[src/rtl/bus_pkg.sv]
// Shared definitions for the snooping bus arbiters: board-ID width, default board
// count, data-arbiter state encoding and bus command encodings.
`default_nettype none

package bus_pkg;

    localparam int BOARD_ID_W         = 3;
    localparam int NUM_BOARDS_DEFAULT = 5;

    typedef enum logic [1:0] {
        ARB_IDLE   = 2'd0,
        ARB_GRANT  = 2'd1,
        ARB_TENURE = 2'd2
    } data_arb_state_t;

    typedef enum logic [1:0] {
        BUS_CMD_IDLE      = 2'b00,
        BUS_CMD_RD_SHARE  = 2'b01,
        BUS_CMD_RD_OWN    = 2'b10,
        BUS_CMD_WRITEBACK = 2'b11
    } bus_cmd_t;

    // Round-robin successor of board k among n boards.
    function automatic logic [BOARD_ID_W-1:0] rr_next(input logic [BOARD_ID_W-1:0] k,
                                                      input int n);
        return (int'(k) == n - 1) ? '0 : k + 1'b1;
    endfunction

endpackage

`default_nettype wire

[src/rtl/rr_priority_picker.sv]
// Combinational round-robin picker: first asserted request at or after ptr_i,
// wrapping modulo N. Shared by the address- and data-bus arbiters.
`default_nettype none

module rr_priority_picker #(
    parameter int N     = 5,
    parameter int IDX_W = 3
) (
    input  logic [N-1:0]     req_i,
    input  logic [IDX_W-1:0] ptr_i,
    output logic [N-1:0]     grant_onehot_o,
    output logic [IDX_W-1:0] grant_idx_o,
    output logic             any_valid_o
);

    logic [IDX_W:0] cand;

    always_comb begin
        grant_onehot_o = '0;
        grant_idx_o    = '0;
        any_valid_o    = 1'b0;
        cand           = '0;
        for (int i = 0; i < N; i++) begin
            // Candidate index walks forward from the pointer and wraps at N.
            cand = {1'b0, ptr_i} + (IDX_W+1)'(i);
            if (cand >= (IDX_W+1)'(N)) begin
                cand = cand - (IDX_W+1)'(N);
            end
            if (!any_valid_o && req_i[cand[IDX_W-1:0]]) begin
                any_valid_o                         = 1'b1;
                grant_onehot_o[cand[IDX_W-1:0]]     = 1'b1;
                grant_idx_o                         = cand[IDX_W-1:0];
            end
        end
    end

endmodule

`default_nettype wire

[src/rtl/data_bus_arbiter.sv]
// Data-bus arbiter: address/data phase generator, round-robin grant sampling in
// data-phase IDLE cycles, and a fixed post-grant tenure window.
`default_nettype none

module data_bus_arbiter
    import bus_pkg::*;
#(
    parameter int NUM_BOARDS = NUM_BOARDS_DEFAULT,
    parameter int TENURE     = 3
) (
    input  logic                  clk,
    input  logic                  rst,
    input  logic [NUM_BOARDS-1:0] data_bus_request,
    output logic                  addr_data_arbitration,
    output logic [NUM_BOARDS-1:0] data_bus_gain,
    output logic [BOARD_ID_W-1:0] grant_id,
    output logic                  data_bus_busy
);

    localparam int               CNT_W       = 4;
    localparam logic [CNT_W-1:0] TENURE_LOAD = CNT_W'(TENURE - 1);

    data_arb_state_t        state_q, state_d;
    logic                   phase_q;
    logic [CNT_W-1:0]       cnt_q, cnt_d;
    logic [BOARD_ID_W-1:0]  rr_ptr_q, rr_ptr_d;
    logic [NUM_BOARDS-1:0]  gain_q, gain_d;
    logic [BOARD_ID_W-1:0]  grant_id_q, grant_id_d;
    logic                   busy_q, busy_d;

    logic [NUM_BOARDS-1:0]  w_pick_onehot;
    logic [BOARD_ID_W-1:0]  w_pick_idx;
    logic                   w_pick_any;
    logic                   w_take;

    rr_priority_picker #(
        .N     (NUM_BOARDS),
        .IDX_W (BOARD_ID_W)
    ) u_picker (
        .req_i          (data_bus_request),
        .ptr_i          (rr_ptr_q),
        .grant_onehot_o (w_pick_onehot),
        .grant_idx_o    (w_pick_idx),
        .any_valid_o    (w_pick_any)
    );

    // Requests count only in an IDLE data-phase cycle; nothing is latched otherwise.
    assign w_take = (state_q == ARB_IDLE) && !phase_q && w_pick_any;

    always_ff @(posedge clk or negedge rst) begin
        if (!rst) begin
            state_q    <= ARB_IDLE;
            phase_q    <= 1'b1;
            cnt_q      <= '0;
            rr_ptr_q   <= '0;
            gain_q     <= '0;
            grant_id_q <= '0;
            busy_q     <= 1'b0;
        end else begin
            state_q    <= state_d;
            phase_q    <= ~phase_q;
            cnt_q      <= cnt_d;
            rr_ptr_q   <= rr_ptr_d;
            gain_q     <= gain_d;
            grant_id_q <= grant_id_d;
            busy_q     <= busy_d;
        end
    end

    always_comb begin
        state_d = state_q;
        cnt_d   = cnt_q;
        case (state_q)
            ARB_IDLE: begin
                if (w_take) begin
                    state_d = ARB_GRANT;
                end
            end
            ARB_GRANT: begin
                state_d = ARB_TENURE;
                cnt_d   = TENURE_LOAD;
            end
            ARB_TENURE: begin
                if (cnt_q == '0) begin
                    state_d = ARB_IDLE;
                end else begin
                    cnt_d = cnt_q - 1'b1;
                end
            end
            default: begin
                state_d = ARB_IDLE;
                cnt_d   = '0;
            end
        endcase
    end

    // Outputs are registered: compute their next values from the next state.
    always_comb begin
        gain_d     = w_take ? w_pick_onehot : '0;
        grant_id_d = w_take ? w_pick_idx : grant_id_q;
        rr_ptr_d   = w_take ? rr_next(w_pick_idx, NUM_BOARDS) : rr_ptr_q;
        busy_d     = (state_d != ARB_IDLE);
    end

    assign addr_data_arbitration = phase_q;
    assign data_bus_gain         = gain_q;
    assign grant_id              = grant_id_q;
    assign data_bus_busy         = busy_q;

endmodule

`default_nettype wire

[config.mk]
export PLATFORM = sky130hd
export DESIGN_NAME = data_bus_arbiter
export DESIGN_NICKNAME = d
export VERILOG_FILES = /design/src/rtl/bus_pkg.sv /design/src/rtl/rr_priority_picker.sv /design/src/rtl/data_bus_arbiter.sv
export SDC_FILE = /design/constraint.sdc
export NUM_CORES = 1
export LEC_CHECK = 0
export CAP_MARGIN = 20
export CORE_ASPECT_RATIO = 1.75
export CORE_MARGIN = 1.5
export CORE_UTILIZATION = 45
export CTS_BUF_LIST = sky130_fd_sc_hd__clkbuf_8
export DETAILED_ROUTE_END_ITERATION = 7
export PLACE_DENSITY = 0.62
export SLEW_MARGIN = 15
export SYNTH_ARGS = -nofsm -noshare
export SYNTH_HDL_FRONTEND = slang
export SYNTH_HIERARCHICAL = 1
export SYNTH_SLANG_ARGS = --single-unit
[constraint.sdc]
create_clock -name clk -period 4 [get_ports clk]
set_input_delay 0.4 -clock clk [delete_from_list [all_inputs] [get_ports clk]]
set_output_delay 0.4 -clock clk [all_outputs]
set_load 0.02 [all_outputs]
=== Word-level counts from Yosys, hierarchy flattened ===
Index checks and enable logic that the tools add are counted.

* Register bits: 19
* Word-level logic and storage cells: 110

* Reductions and logical operators: 20
* Add/subtract/negate cells: 11
* $lt $le $gt $ge: 15
* Mux-type cells: 47
* Eq/ne operators: 4
* Bitwise logic cells: 6

{| class="wikitable"
|+ Operators by type and width
! kind !! number
|-
| 3-bit two-way mux || 11
|-
| 5-bit two-way mux || 6
|-
| 3-bit by 4-bit less-than comparator with 1-bit output (second input constant) || 5
|-
| 5-bit bitwise OR || 4
|-
| 4-bit by 3-bit >= comparator with 1-bit output (second input constant) || 4
|-
| 1-bit binary-select mux with 3-bit select || 5
|-
| 1-bit demux with 3-bit select || 5
|-
| 3-bit by 1-bit >= comparator with 1-bit output (second input constant) || 5
|-
| 1-bit two-way mux || 15
|-
| 3-bit subtractor (second input constant) || 5
|-
| 4-bit one-hot mux with 3 select lines || 1
|-
| 1-bit logical AND || 11
|-
| 3-bit by 2-bit adder with 4-bit output (second input constant) || 2
|-
| 2-bit one-hot mux with 3 select lines || 1
|-
| 1-bit zero test || 5
|-
| 3-bit by 1-bit adder with 4-bit output (second input constant) || 1
|-
| 3-bit by 3-bit adder with 4-bit output (second input constant) || 1
|-
| 4-bit zero test || 1
|-
| 2-bit two-way mux || 2
|-
| 4-bit two-way mux || 1
|-
| 4-bit by 1-bit subtractor with 4-bit output (second input constant) || 1
|-
| 3-bit by 1-bit adder with 3-bit output (second input constant) || 1
|-
| 3-bit equality test (second input constant) || 1
|-
| 3-bit >= comparator (second input constant) || 1
|-
| other kinds (7) || 8
|}

=== Longest topological paths before layout ===
* Word-level depth: 21
* Gate-level depth with buffers: 18

=== By module ===
Netlist, hierarchy kept.

{| class="wikitable"
|+ By module, submodules not included
! module !! sequential area each (um^2) !! cells an instance !! area each (um^2) !! instances
|-
| rr_priority_picker || 0.0 || 190 || 1373.8 || 1
|-
| data_bus_arbiter || 476.7 || 88 || 934.6 || 1
|}

=== Worst setup path before layout ===
Ideal clock, no wire load.

* Path type: reg-to-reg
* Start point: register rr_ptr_q[0]
* End point: register rr_ptr_q[1]
* Buffers on the path: 1
* Cell stages (with the launch flop): 16
* Data arrival time: 3555 ps
* Path slack: 320 ps
* Cells stage by stage: dfrtp_1 > buf_6 > clkinv_1 > ha_1 > inv_1 > fa_1 > a21oi_2 > mux2i_1 > o21ba_2 > a2bb2oi_1 > a211oi_2 > o211ai_2 > o211ai_1 > inv_1 > ha_1 > mux2_2

* Word-level cells in the longest chain between the ends: 19
* Elaborated cells on any way between the ends: 51

{| class="wikitable"
|+ Ends and longest elaborated chain
! item !! line !! text
|-
| start: declaration || data_bus_arbiter.sv:26 || <nowiki>logic [BOARD_ID_W-1:0] rr_ptr_q, rr_ptr_d;</nowiki>
|-
| start signal: assignment || data_bus_arbiter.sv:63 || <nowiki>rr_ptr_q <= rr_ptr_d;</nowiki>
|-
| branches (longest 16 deep; another with 3-bit by 1-bit adder with 4-bit output) || n/a ||
|-
| 3-bit two-way mux * || rr_priority_picker.sv:29 || <nowiki>if (!any_valid_o && req_i[cand[IDX_W-1:0]]) begin</nowiki>
|-
| net w_pick_idx[0] || data_bus_arbiter.sv:32 || <nowiki>logic [BOARD_ID_W-1:0] w_pick_idx;</nowiki>
|-
| 3-bit by 1-bit adder with 3-bit output / 3-bit equality test (equally long branches) || bus_pkg.sv:26 || <nowiki>return (int'(k) == n - 1) ? '0 : k + 1'b1;</nowiki>
|-
| 3-bit two-way mux * || bus_pkg.sv:26 ||
|}

Mark *: on every way through the listed nets, which the timed path passes. The select of a mux whose other input is x is not followed.
A chain may end at the register's enable or synchronous reset.

=== Final worst setup path ===
* Start point: register rr_ptr_q[1]
* End point: register rr_ptr_q[2]

The elaborated chain is that of the path after synthesis.

==> results.sh <==
export IMPL_tightest_slew_ps=850.0
export IMPL_dp_slack_ps=204.7
export IMPL_cts_tree="built"
export IMPL_cts_sinks=19
export IMPL_hp_class="flop to flop"
export IMPL_status="completed"
export IMPL_dpl_cell_count=360
export IMPL_firstDrtPassIters=4
export IMPL_avgSynthCellArea_sq_um=8.304
export IMPL_clk_latency_ps=250
export IMPL_ff2ff_setup_slack_ps=260
export IMPL_die_w_microns=57.14
export IMPL_die_area_sq_mm=0.005585
export IMPL_hold_violations=0
export IMPL_grt_overflow=0
export IMPL_synthesis_nets=303
export IMPL_end_kind="flop"
export IMPL_cts_resized=0
export IMPL_grt_usage_pct=25.75
export IMPL_io_pins=17
export IMPL_coreArea_sq_mm=0.004935
export IMPL_num_vias=2268
export IMPL_synth_edf_count=0
export IMPL_ys_flop_type="dfrtp_1"
export IMPL_postCtsSetupBuffers=0
export IMPL_grt_max_degree=20
export IMPL_ys_seq_area_share_pct=20.65
export IMPL_gp_congestion=1.048
export IMPL_clk_path_buf_depth=2
export IMPL_grt_pass1_vias=2321
export IMPL_worstPathMaxFanout=10
export IMPL_rows=34
export IMPL_maxCapViolations=0
export IMPL_area_growth_pct=18.54
export IMPL_critPathTopFamily="compound AO/OA/AOI/OAI gates"
export IMPL_mostFrequentLayoutCell="buf_4"
export IMPL_final_util_pct=55.45
export IMPL_route_detailed_drc=0
export IMPL_slowest_delay_ps=460
export IMPL_cp_required_ps=4180
export IMPL_antenna_found_initial=0
export IMPL_ys_types=68
export IMPL_antenna_violating_nets_post_route=0
export IMPL_path_buf_inv=3
export IMPL_drv_slew=0
export IMPL_ys_seq_elements=19
export IMPL_die_y_microns=97.75
export IMPL_nets=336
export IMPL_skew_ps=2.061
export IMPL_critPathSlowestCell="dfrtp_1"
export IMPL_num_antenna_cells=0
export IMPL_portBuffers=16
export IMPL_synth_area_sq_mm=0.002308
export IMPL_start_util_pct=46.78
export IMPL_maxSlewHeadroom_pct=43.16
export IMPL_via_per_inst=6.231
export IMPL_syn_inst=278
export IMPL_instances_no_fill=364
export IMPL_ys_async_sr_fraction_pct=100.0
export IMPL_grt_pass1_wl_microns=11160
export IMPL_totalWireLength_microns=6818
export IMPL_cts_hold_buf=0
export IMPL_wl_per_cell_microns=18.73
export IMPL_path_class="flop to flop"
export IMPL_h_tree_depth=1
export IMPL_hpwl_microns=5607
export IMPL_setup_ws_ps=260.6
export IMPL_period_share_pct=93.49
export IMPL_finalCriticalPeriod_ps=3739
export IMPL_crit_path_cell_trace="buf_4, ha_1, nand2b_4, mux2_2, mux2_4, a221o_1, a211oi_2, buf_4, a31oi_1, o211ai_1, inv_1, ha_1, nor3b_1, a21oi_1, o21ai_0"
export IMPL_clkSlewWorstSetupHoldPaths_ps=70
export IMPL_fmax_mhz=267.4
export IMPL_drtIter0Drc=144
export IMPL_critPathArrivalTime_ps=3910
export IMPL_synth_warnings=6
export IMPL_crit_path_start_kind="flop"
export IMPL_cts_root_buf="clkbuf_8"
export IMPL_setup_viol=0
export IMPL_mostFrequentLayoutCells="buf_4 (25), nand2_1 (21), inv_1 (18)"
export IMPL_drive_gt1_share_pct=20.97
export IMPL_cts_buffers=3
final timing paths:
path	startpoint	to	cells past startpoint
max	rr_ptr_q[1]$_DFFE_PN0N_	rr_ptr_q[2]$_DFFE_PN0N_	15
min	addr_data_arbitration$_DFF_PN1_	addr_data_arbitration$_DFF_PN1_	1
max reg2reg	rr_ptr_q[1]$_DFFE_PN0N_	rr_ptr_q[2]$_DFFE_PN0N_	15
min reg2reg	addr_data_arbitration$_DFF_PN1_	addr_data_arbitration$_DFF_PN1_	1
max in group asynchronous	rst	rr_ptr_q[0]$_DFFE_PN0N_	1
min in group asynchronous	rst	grant_id[2]$_DFFE_PN0N_	1
layout make-up:
cell class              count  area [sq um]
flip-flops and latches     19         478.0
clock inverters             1         3.754
inverters                  19         75.07
well taps                  54         67.56
multi-input cells         227          1723
fillers                   475          2198
clock buffers               3         41.29
repair buffers             41         347.8
kinds of logic after synthesis:
kind of cell               share of synthesized area, %
buffers and inverters                             7.209
adders and majority gates                         10.08
and+or+nand+nor                                   24.39
muxes                                             7.588
DFF                                               20.65
xor gates and xnor gates                          2.656
AOI/OAI and AO/OA                                 27.43
Yosys cell counts, drive strengths merged, types with 2 or more instances:
| master | n | area, sq um |
|---|---|---|
| nand2 | 22 | 90.09 |
| a21oi | 19 | 106.4 |
| dfrtp | 18 | 450.4 |
| ha | 17 | 212.7 |
| inv | 17 | 63.81 |
| a211oi | 14 | 120.1 |
| o21ai | 13 | 65.06 |
| nand3 | 12 | 60.06 |
| buf | 11 | 87.58 |
| nor2 | 11 | 41.29 |
| mux2i | 10 | 100.1 |
| nor3 | 9 | 45.04 |
| nand2b | 8 | 57.55 |
| and2 | 7 | 43.79 |
| o211ai | 7 | 57.55 |
| mux2 | 6 | 75.07 |
| xnor2 | 6 | 52.55 |
| nand4 | 5 | 31.28 |
| nor2b | 5 | 33.78 |
| o22ai | 4 | 25.02 |
| a2111oi | 3 | 32.53 |
| a21o | 3 | 23.77 |
| a221oi | 3 | 32.53 |
| a31oi | 3 | 18.77 |
| and3 | 3 | 18.77 |
| and3b | 3 | 26.28 |
| nor3b | 3 | 22.52 |
| or2 | 3 | 18.77 |
| a21boi | 2 | 18.77 |
| a31o | 2 | 17.52 |
| clkbuf | 2 | 7.510 |
| clkinv | 2 | 7.510 |
| nor4 | 2 | 12.51 |
| o31ai | 2 | 15.01 |
| or3b | 2 | 20.02 |
per-stage QoR:
stage	TNS (ps)	instance area [sq um]	hold WS (ps)
global placement	0	2629	448.2
floorplan	0	2308	104.4
global route	-10.53	2736	483.6
detailed placement	0	2629	450.8
finish	0	2736	470.2
CTS	0	2674	467.9
state kept, by name (all words and copies together), names as in the netlist:
register / count
grant_id: 3
data_bus_gain: 5
rr_ptr_q: 3
state_q: 2
data_bus_busy: 1
addr_data_arbitration: 1
cnt_q: 4
per-layer routing:
layer | wire, microns | global-route usage [%] | vias up
met5 | 0 | 0 | -
met4 | 531 | 18.60 | 0
met3 | 203 | 1.987 | 38
met1 | 2387 | 25.14 | 1065
met2 | 3695 | 48.19 | 71
li1 | - | - | 1094
Power is left out: the tool's default activity adds up to more than one toggle a clock period on the data nets, which glitch-free logic cannot reach.
